==> config.mk <==
export PLATFORM = sky130hd
export DESIGN_NAME = mul_flat
export DESIGN_NICKNAME = d
export VERILOG_FILES = /design/src/rtl/mul_if.sv /design/src/rtl/mul.sv /design/src/flat_wrapper.sv
export SDC_FILE = /design/constraint.sdc
export NUM_CORES = 1
export LEC_CHECK = 0
export CAP_MARGIN = 20
export CORE_MARGIN = 2
export CORE_UTILIZATION = 40
export DETAILED_ROUTE_END_ITERATION = 8
export GPL_ROUTABILITY_DRIVEN = 0
export HOLD_SLACK_MARGIN = 0.03
export PLACE_DENSITY_LB_ADDON = 0.08
export SYNTH_ARGS = -nofsm -noshare
export SYNTH_HDL_FRONTEND = slang
export SYNTH_SLANG_ARGS = --single-unit
==> constraint.sdc <==
create_clock -name clk -period 10.39 [get_ports clk]
set_input_delay 2.078 -clock clk [delete_from_list [all_inputs] [get_ports clk]]
set_output_delay 2.078 -clock clk [all_outputs]
set_load 0.005 [all_outputs]
==> src/rtl/mul_if.sv <==
// mul_if -- request/response bundle for the iterative multiplier.
//   start_i        : request a multiply (sampled only while the unit is idle)
//   op_i[1:0]      : 00 MUL, 01 MULH, 10 MULHSU, 11 MULHU
//   multiplicand_i : operand A (rs1), 32 bits
//   multiplier_i   : operand B (rs2), 32 bits
//   reg_waddr_i    : destination register tag, 5 bits
//   result_o       : selected 32-bit product word, held until the next result
//   ready_o        : one-cycle pulse, result_o/reg_waddr_o valid
//   busy_o         : an operation is in flight
//   reg_waddr_o    : tag latched at start, returned with the result
// The master modport is the requester (execute stage); the slave is mul.
interface mul_if;
    logic        start_i;
    logic [1:0]  op_i;
    logic [31:0] multiplicand_i;
    logic [31:0] multiplier_i;
    logic [4:0]  reg_waddr_i;
    logic [31:0] result_o;
    logic        ready_o;
    logic        busy_o;
    logic [4:0]  reg_waddr_o;

    modport master (
        output start_i, op_i, multiplicand_i, multiplier_i, reg_waddr_i,
        input  result_o, ready_o, busy_o, reg_waddr_o
    );

    modport slave (
        input  start_i, op_i, multiplicand_i, multiplier_i, reg_waddr_i,
        output result_o, ready_o, busy_o, reg_waddr_o
    );
endinterface

==> src/rtl/mul.sv <==
// mul -- 32x32 radix-2 shift-add multiplier, fixed 35-cycle throughput.
//   clk : rising-edge clock
//   rst : asynchronous active-high reset
//   bus : mul_if.slave (request operands/op/tag, response result/ready/busy/tag)
// Operands are converted to magnitudes up front, multiplied unsigned one
// multiplier bit per cycle (LSB first), and the 64-bit product is negated in
// a single adjust cycle when exactly one signed operand was negative.
// Outputs are registered, so ready_o rises in the cycle after the DONE edge.
module mul (
    input  logic  clk,
    input  logic  rst,
    mul_if.slave  bus
);
    typedef enum logic [1:0] {
        IDLE = 2'b00,
        CALC = 2'b01,
        ADJ  = 2'b10,
        DONE = 2'b11
    } state_t;

    state_t      state_q,  state_d;
    logic [1:0]  op_q,     op_d;
    logic [4:0]  tag_q,    tag_d;
    logic        neg_q,    neg_d;
    logic [63:0] mcand_q,  mcand_d;
    logic [31:0] mplr_q,   mplr_d;
    logic [63:0] acc_q,    acc_d;
    logic [4:0]  cnt_q,    cnt_d;
    logic [31:0] result_q, result_d;
    logic        ready_q,  ready_d;
    logic        busy_q,   busy_d;
    logic [4:0]  waddr_q,  waddr_d;

    logic        sign_a_s;
    logic        sign_b_s;

    // Magnitude of a 32-bit value; 0x80000000 maps to itself read as unsigned.
    function automatic logic [31:0] magnitude(input logic [31:0] v, input logic neg);
        return neg ? (~v + 32'd1) : v;
    endfunction

    // Operand sign bits that count: A is signed unless MULHU, B only for MUL/MULH.
    always_comb begin
        sign_a_s = bus.multiplicand_i[31] & (bus.op_i != 2'b11);
        sign_b_s = bus.multiplier_i[31]   & ~bus.op_i[1];
    end

    // Next-state and datapath/output update logic.
    always_comb begin
        state_d  = state_q;
        op_d     = op_q;
        tag_d    = tag_q;
        neg_d    = neg_q;
        mcand_d  = mcand_q;
        mplr_d   = mplr_q;
        acc_d    = acc_q;
        cnt_d    = cnt_q;
        result_d = result_q;
        ready_d  = 1'b0;
        waddr_d  = waddr_q;

        case (state_q)
            IDLE: begin
                if (bus.start_i) begin
                    op_d    = bus.op_i;
                    tag_d   = bus.reg_waddr_i;
                    neg_d   = sign_a_s ^ sign_b_s;
                    mcand_d = {32'd0, magnitude(bus.multiplicand_i, sign_a_s)};
                    mplr_d  = magnitude(bus.multiplier_i, sign_b_s);
                    acc_d   = 64'd0;
                    cnt_d   = 5'd0;
                    state_d = CALC;
                end else begin
                    state_d = IDLE;
                end
            end
            CALC: begin
                // Shifted multiplicand is added when the current multiplier LSB is set.
                if (mplr_q[0]) begin
                    acc_d = acc_q + mcand_q;
                end else begin
                    acc_d = acc_q;
                end
                mcand_d = {mcand_q[62:0], 1'b0};
                mplr_d  = {1'b0, mplr_q[31:1]};
                cnt_d   = cnt_q + 5'd1;
                if (cnt_q == 5'd31) begin
                    state_d = ADJ;
                end else begin
                    state_d = CALC;
                end
            end
            ADJ: begin
                if (neg_q) begin
                    acc_d = ~acc_q + 64'd1;
                end else begin
                    acc_d = acc_q;
                end
                state_d = DONE;
            end
            DONE: begin
                if (op_q == 2'b00) begin
                    result_d = acc_q[31:0];
                end else begin
                    result_d = acc_q[63:32];
                end
                ready_d = 1'b1;
                waddr_d = tag_q;
                state_d = IDLE;
            end
            default: begin
                state_d = IDLE;
            end
        endcase

        busy_d = (state_d != IDLE);
    end

    // State, datapath and output registers with asynchronous reset.
    always_ff @(posedge clk or posedge rst) begin
        if (rst) begin
            state_q  <= IDLE;
            op_q     <= 2'b00;
            tag_q    <= 5'd0;
            neg_q    <= 1'b0;
            mcand_q  <= 64'd0;
            mplr_q   <= 32'd0;
            acc_q    <= 64'd0;
            cnt_q    <= 5'd0;
            result_q <= 32'd0;
            ready_q  <= 1'b0;
            busy_q   <= 1'b0;
            waddr_q  <= 5'd0;
        end else begin
            state_q  <= state_d;
            op_q     <= op_d;
            tag_q    <= tag_d;
            neg_q    <= neg_d;
            mcand_q  <= mcand_d;
            mplr_q   <= mplr_d;
            acc_q    <= acc_d;
            cnt_q    <= cnt_d;
            result_q <= result_d;
            ready_q  <= ready_d;
            busy_q   <= busy_d;
            waddr_q  <= waddr_d;
        end
    end

    assign bus.result_o    = result_q;
    assign bus.ready_o     = ready_q;
    assign bus.busy_o      = busy_q;
    assign bus.reg_waddr_o = waddr_q;
endmodule
==> src/flat_wrapper.sv <==
// flat-port wrapper written by rule: the top's interface ports become plain ports
module mul_flat 
  (clk, rst, bus_start_i, bus_op_i, bus_multiplicand_i, bus_multiplier_i, bus_reg_waddr_i, bus_result_o, bus_ready_o, bus_busy_o, bus_reg_waddr_o);
  mul_if bus_i ();
  input  logic clk;
  input  logic rst;
  input wire logic [$bits(bus_i.start_i)-1:0] bus_start_i;
  input wire logic [$bits(bus_i.op_i)-1:0] bus_op_i;
  input wire logic [$bits(bus_i.multiplicand_i)-1:0] bus_multiplicand_i;
  input wire logic [$bits(bus_i.multiplier_i)-1:0] bus_multiplier_i;
  input wire logic [$bits(bus_i.reg_waddr_i)-1:0] bus_reg_waddr_i;
  output wire logic [$bits(bus_i.result_o)-1:0] bus_result_o;
  output wire logic [$bits(bus_i.ready_o)-1:0] bus_ready_o;
  output wire logic [$bits(bus_i.busy_o)-1:0] bus_busy_o;
  output wire logic [$bits(bus_i.reg_waddr_o)-1:0] bus_reg_waddr_o;
  assign bus_i.start_i = bus_start_i;
  assign bus_i.op_i = bus_op_i;
  assign bus_i.multiplicand_i = bus_multiplicand_i;
  assign bus_i.multiplier_i = bus_multiplier_i;
  assign bus_i.reg_waddr_i = bus_reg_waddr_i;
  assign bus_result_o = bus_i.result_o;
  assign bus_ready_o = bus_i.ready_o;
  assign bus_busy_o = bus_i.busy_o;
  assign bus_reg_waddr_o = bus_i.reg_waddr_o;
  mul u_core (.clk(clk), .rst(rst), .bus(bus_i));
endmodule
==> metrics.cfg <==
[layout]
layout_commonest_cell = a21oi_1
area_growth_pct = 16.7
fill_cells = 3778
drive_gt1_frac = 0.0505
layout_common_cells = a21oi_1 (232), dfrtp_1 (214), o21ai_0 (184)
final_nets = 2046
antenna_cells = 0
design_area_um2 = 17700

[worst_setup_path]
cp_data_arrival_time_ns = 5.01
critPathCaptureType = register
critical_path.slowest_cell = or4_1
cp.required_ns = 10.78
cp_top_family = simple AND/OR/NAND/NOR gates
r2r_start = u_core.mcand_q[0]
r2r_cells = 13
worstSetupStartpointType = input pin
r2r-end = u_core.acc_q[48]
cp_common_cell = a21oi_1
cp_slowest_stage_delay_ns = 0.57
crit_fanout = 4
worstSetupPathType = input pin to register
crit_buf_inv = 1
crit_chain = clkdlybuf4s50_1 > or4_1 > or3_1 > nor4_1 > a21oi_1 > a21oi_1 > o21ai_0 > xor2_1 > mux2i_1 > a21oi_1
r2r_setup_slack_ns = 6.19

[clocking]
cts_resized = 0
clock-sinks = 214
cts_tree = yes
tritoncts.num_buffers = 27
post_cts_buffers = 0
cts_hold_buf = 0
cts.path.max_buffers = 3
clk_latency_ns = 0.57
cts-root-buf = clkbuf_16
htreeDepth = 1
clk_pin_slew_ns = 0.05

[timing]
rsz0062_at_grt = no
drv_slew = 0
finalSetupViolCount = 0
finalCriticalPeriod_ns = 4.62
timing.final.ws_setup_ns = 5.77
finalCritPeriodShare = 0.445
hold_violations = 0
clock_skew_ns = 0.0352
worst_slew_pin_slew_ns = 0.878
setup-tns-final_ns = 0
relSlewSlack = 0.413
max_freq_mhz = 216

[global_routing]
gr-total-overflow = 0
antenna_found_initial = 1
grt_max_degree = 106
first_global_vias = 13200
grtUsageTotal = 0.236
grt_pass1_wl_um = 74200

[floorplan]
die_h_um = 199
die_w_um = 199
core_area_um2 = 37500
start_util = 0.404
ios = 113
placementRows = 71
dieArea_um2 = 39400

[logic_synthesis]
avgSynthCellArea_um2 = 8.22
ys_ff_latch = 214
synth_edf_count = 0
ys_async_sr_fraction = 1.00
ys_seq_area_frac = 0.354
ys.flop_type = dfrtp_1
synth_nets = 1989
syn_area_um2 = 15100
synth_cells = 1842
ys_warn_count = 0
ys_types = 70

[worst_hold_path]
whs_endpoint = u_core.mplr_q[28]
hold_depth = 2
hold_start = u_core.mplr_q[28]
hold_path.class = register to register

[place]
place_area_um2 = 16700
dp_hpwl_um = 34500
portBuffers = 112
place_ws_ns = 5.24

[drt]
first_pass_iters = 5
drt-total-wl_um = 46300
drt_iter0_drc = 1106
viasPerCell = 5.82
ant_nets = 0
wl_per_cell_um = 19.1
vias = 14100
drc_errors = 0

[power]
p_leak_uw = 0.00743
peakVddDrop_mv = 0.216
power_density_nw_per_um2 = 251

[run]
maxCapViolCount = 0

[status]
outcome = complete, no violations

## area by class of cell
class / instances / area [um2] / share of cell area
Multi-Input combinational cell: 1489 / 9300 / 0.526
Timing Repair Buffer: 127 / 1230 / 0.0698
Clock buffer: 34 / 742 / 0.0420
Sequential cell: 214 / 5360 / 0.303
Inverter: 40 / 158 / 0.00892
Tap cell: 511 / 639 / 0.0362
Clock inverter: 15 / 239 / 0.0135
## cell families (layout without fill, tap and decap cells)
family / after synthesis / in the layout / share of synthesized area
AND/OR/NAND/NOR: 588 / 588 / 0.183
flip-flops: 214 / 214 / 0.354
buffers and inverters: 139 / 216 / 0.0350
multiplexers: 57 / 57 / 0.0387
adder cells (fa/ha/maj): 73 / 73 / 0.0608
AO/OA/AOI/OAI: 654 / 654 / 0.262
XOR/XNOR: 117 / 117 / 0.0677
## per-layer routing
| metal | up-vias | GRT usage | wire length (um) |
|---|---|---|---|
| li1 | 6887 | - | - |
| met1 | 6758 | 0.347 | 22400 |
| met2 | 437 | 0.365 | 20300 |
| met3 | 54 | 0.0293 | 2460 |
| met4 | 0 | 0.0597 | 1120 |
| met5 | - | 0 | 0 |
## synth_stat cells (11+ instances only)
library cell  number  area share
mux2i_1           45       0.030
o21ai_0          185       0.061
ha_1              72       0.059
o22ai_1           23      0.0095
xnor2_1           51       0.029
a211oi_1          11      0.0055
nand4_1           17      0.0070
nor2b_1           11      0.0045
nand2b_1          12      0.0050
a22oi_1           11      0.0055
nor4_1            19      0.0078
a21o_1            26       0.013
dfrtp_1          214        0.35
xor2_1            66       0.038
a31oi_1           12      0.0050
o31ai_1           21       0.010
inv_1             39      0.0097
or3_1             16      0.0066
clkbuf_1          88       0.022
o21bai_1          16      0.0079
nand3_1           23      0.0076
nor3_1            73       0.024
and3_1            12      0.0050
nand2_1          176       0.044
or4_1             15      0.0074
a22o_1            56       0.032
mux2_2            12      0.0089
nor2_1           177       0.044
a21oi_1          232       0.077
## stage by stage
step / util / hold WS [ns] / power [uW] / std cells
3_5_place_dp: 0.445 / 0.469 / 3370 / 2380
4_1_cts: 0.471 / 0.483 / 4420 / 2429
2_1_floorplan: - / 0.442 / 2780 / 1842
5_1_grt: 0.471 / 0.496 / 4750 / 2430
6_report: 0.471 / 0.476 / 4430 / 2430
3_3_place_gp: 0.445 / 0.455 / 3340 / 2380
## power by group
group          switching (uW)  total [uW]  internal (uW)  leakage [uW]
clock network             392        1050            654      0.000476
logic                    1300        2070            768       0.00412
registers                 265        1320           1050       0.00284
total                    1960        4430           2470       0.00743
## worst max-delay path by stage
stage | from | to | slack, ns | cells past startpoint
floorplan | rst | u_core.acc_q[0] | 2.46 | 1
global placement | bus_multiplicand_i[7] | u_core.mcand_q[30] | 5.24 | 10
detailed placement | bus_multiplicand_i[7] | u_core.mcand_q[30] | 5.24 | 10
CTS | bus_multiplicand_i[7] | u_core.mcand_q[30] | 5.80 | 10
global route | bus_multiplicand_i[7] | u_core.mcand_q[25] | 5.60 | 11
finish | bus_multiplicand_i[7] | u_core.mcand_q[30] | 5.77 | 10
## worst register-to-register path: stages (launching register included)
cell      delay, ns
dfrtp_1        0.46
ha_1           0.24
inv_1          0.06
fa_1           0.40
nand2b_1       0.16
a21oi_1        0.28
o22ai_1        0.17
o22ai_1        0.33
a311oi_1       0.28
o41ai_1        0.77
a41oi_1        0.31
o21ai_0        0.28
xnor2_1        0.22
o21ai_0        0.13
## registers in the layout, summed over array words and instances (netlist names), 2 cells and up
name	cells
u_core.acc_q	64
u_core.mcand_q	64
u_core.bus.result_o	32
u_core.mplr_q	32
u_core.bus.reg_waddr_o	5
u_core.cnt_q	5
u_core.tag_q	5
u_core.op_q	2
u_core.state_q	2
Power figures use the tool's default switching activity.
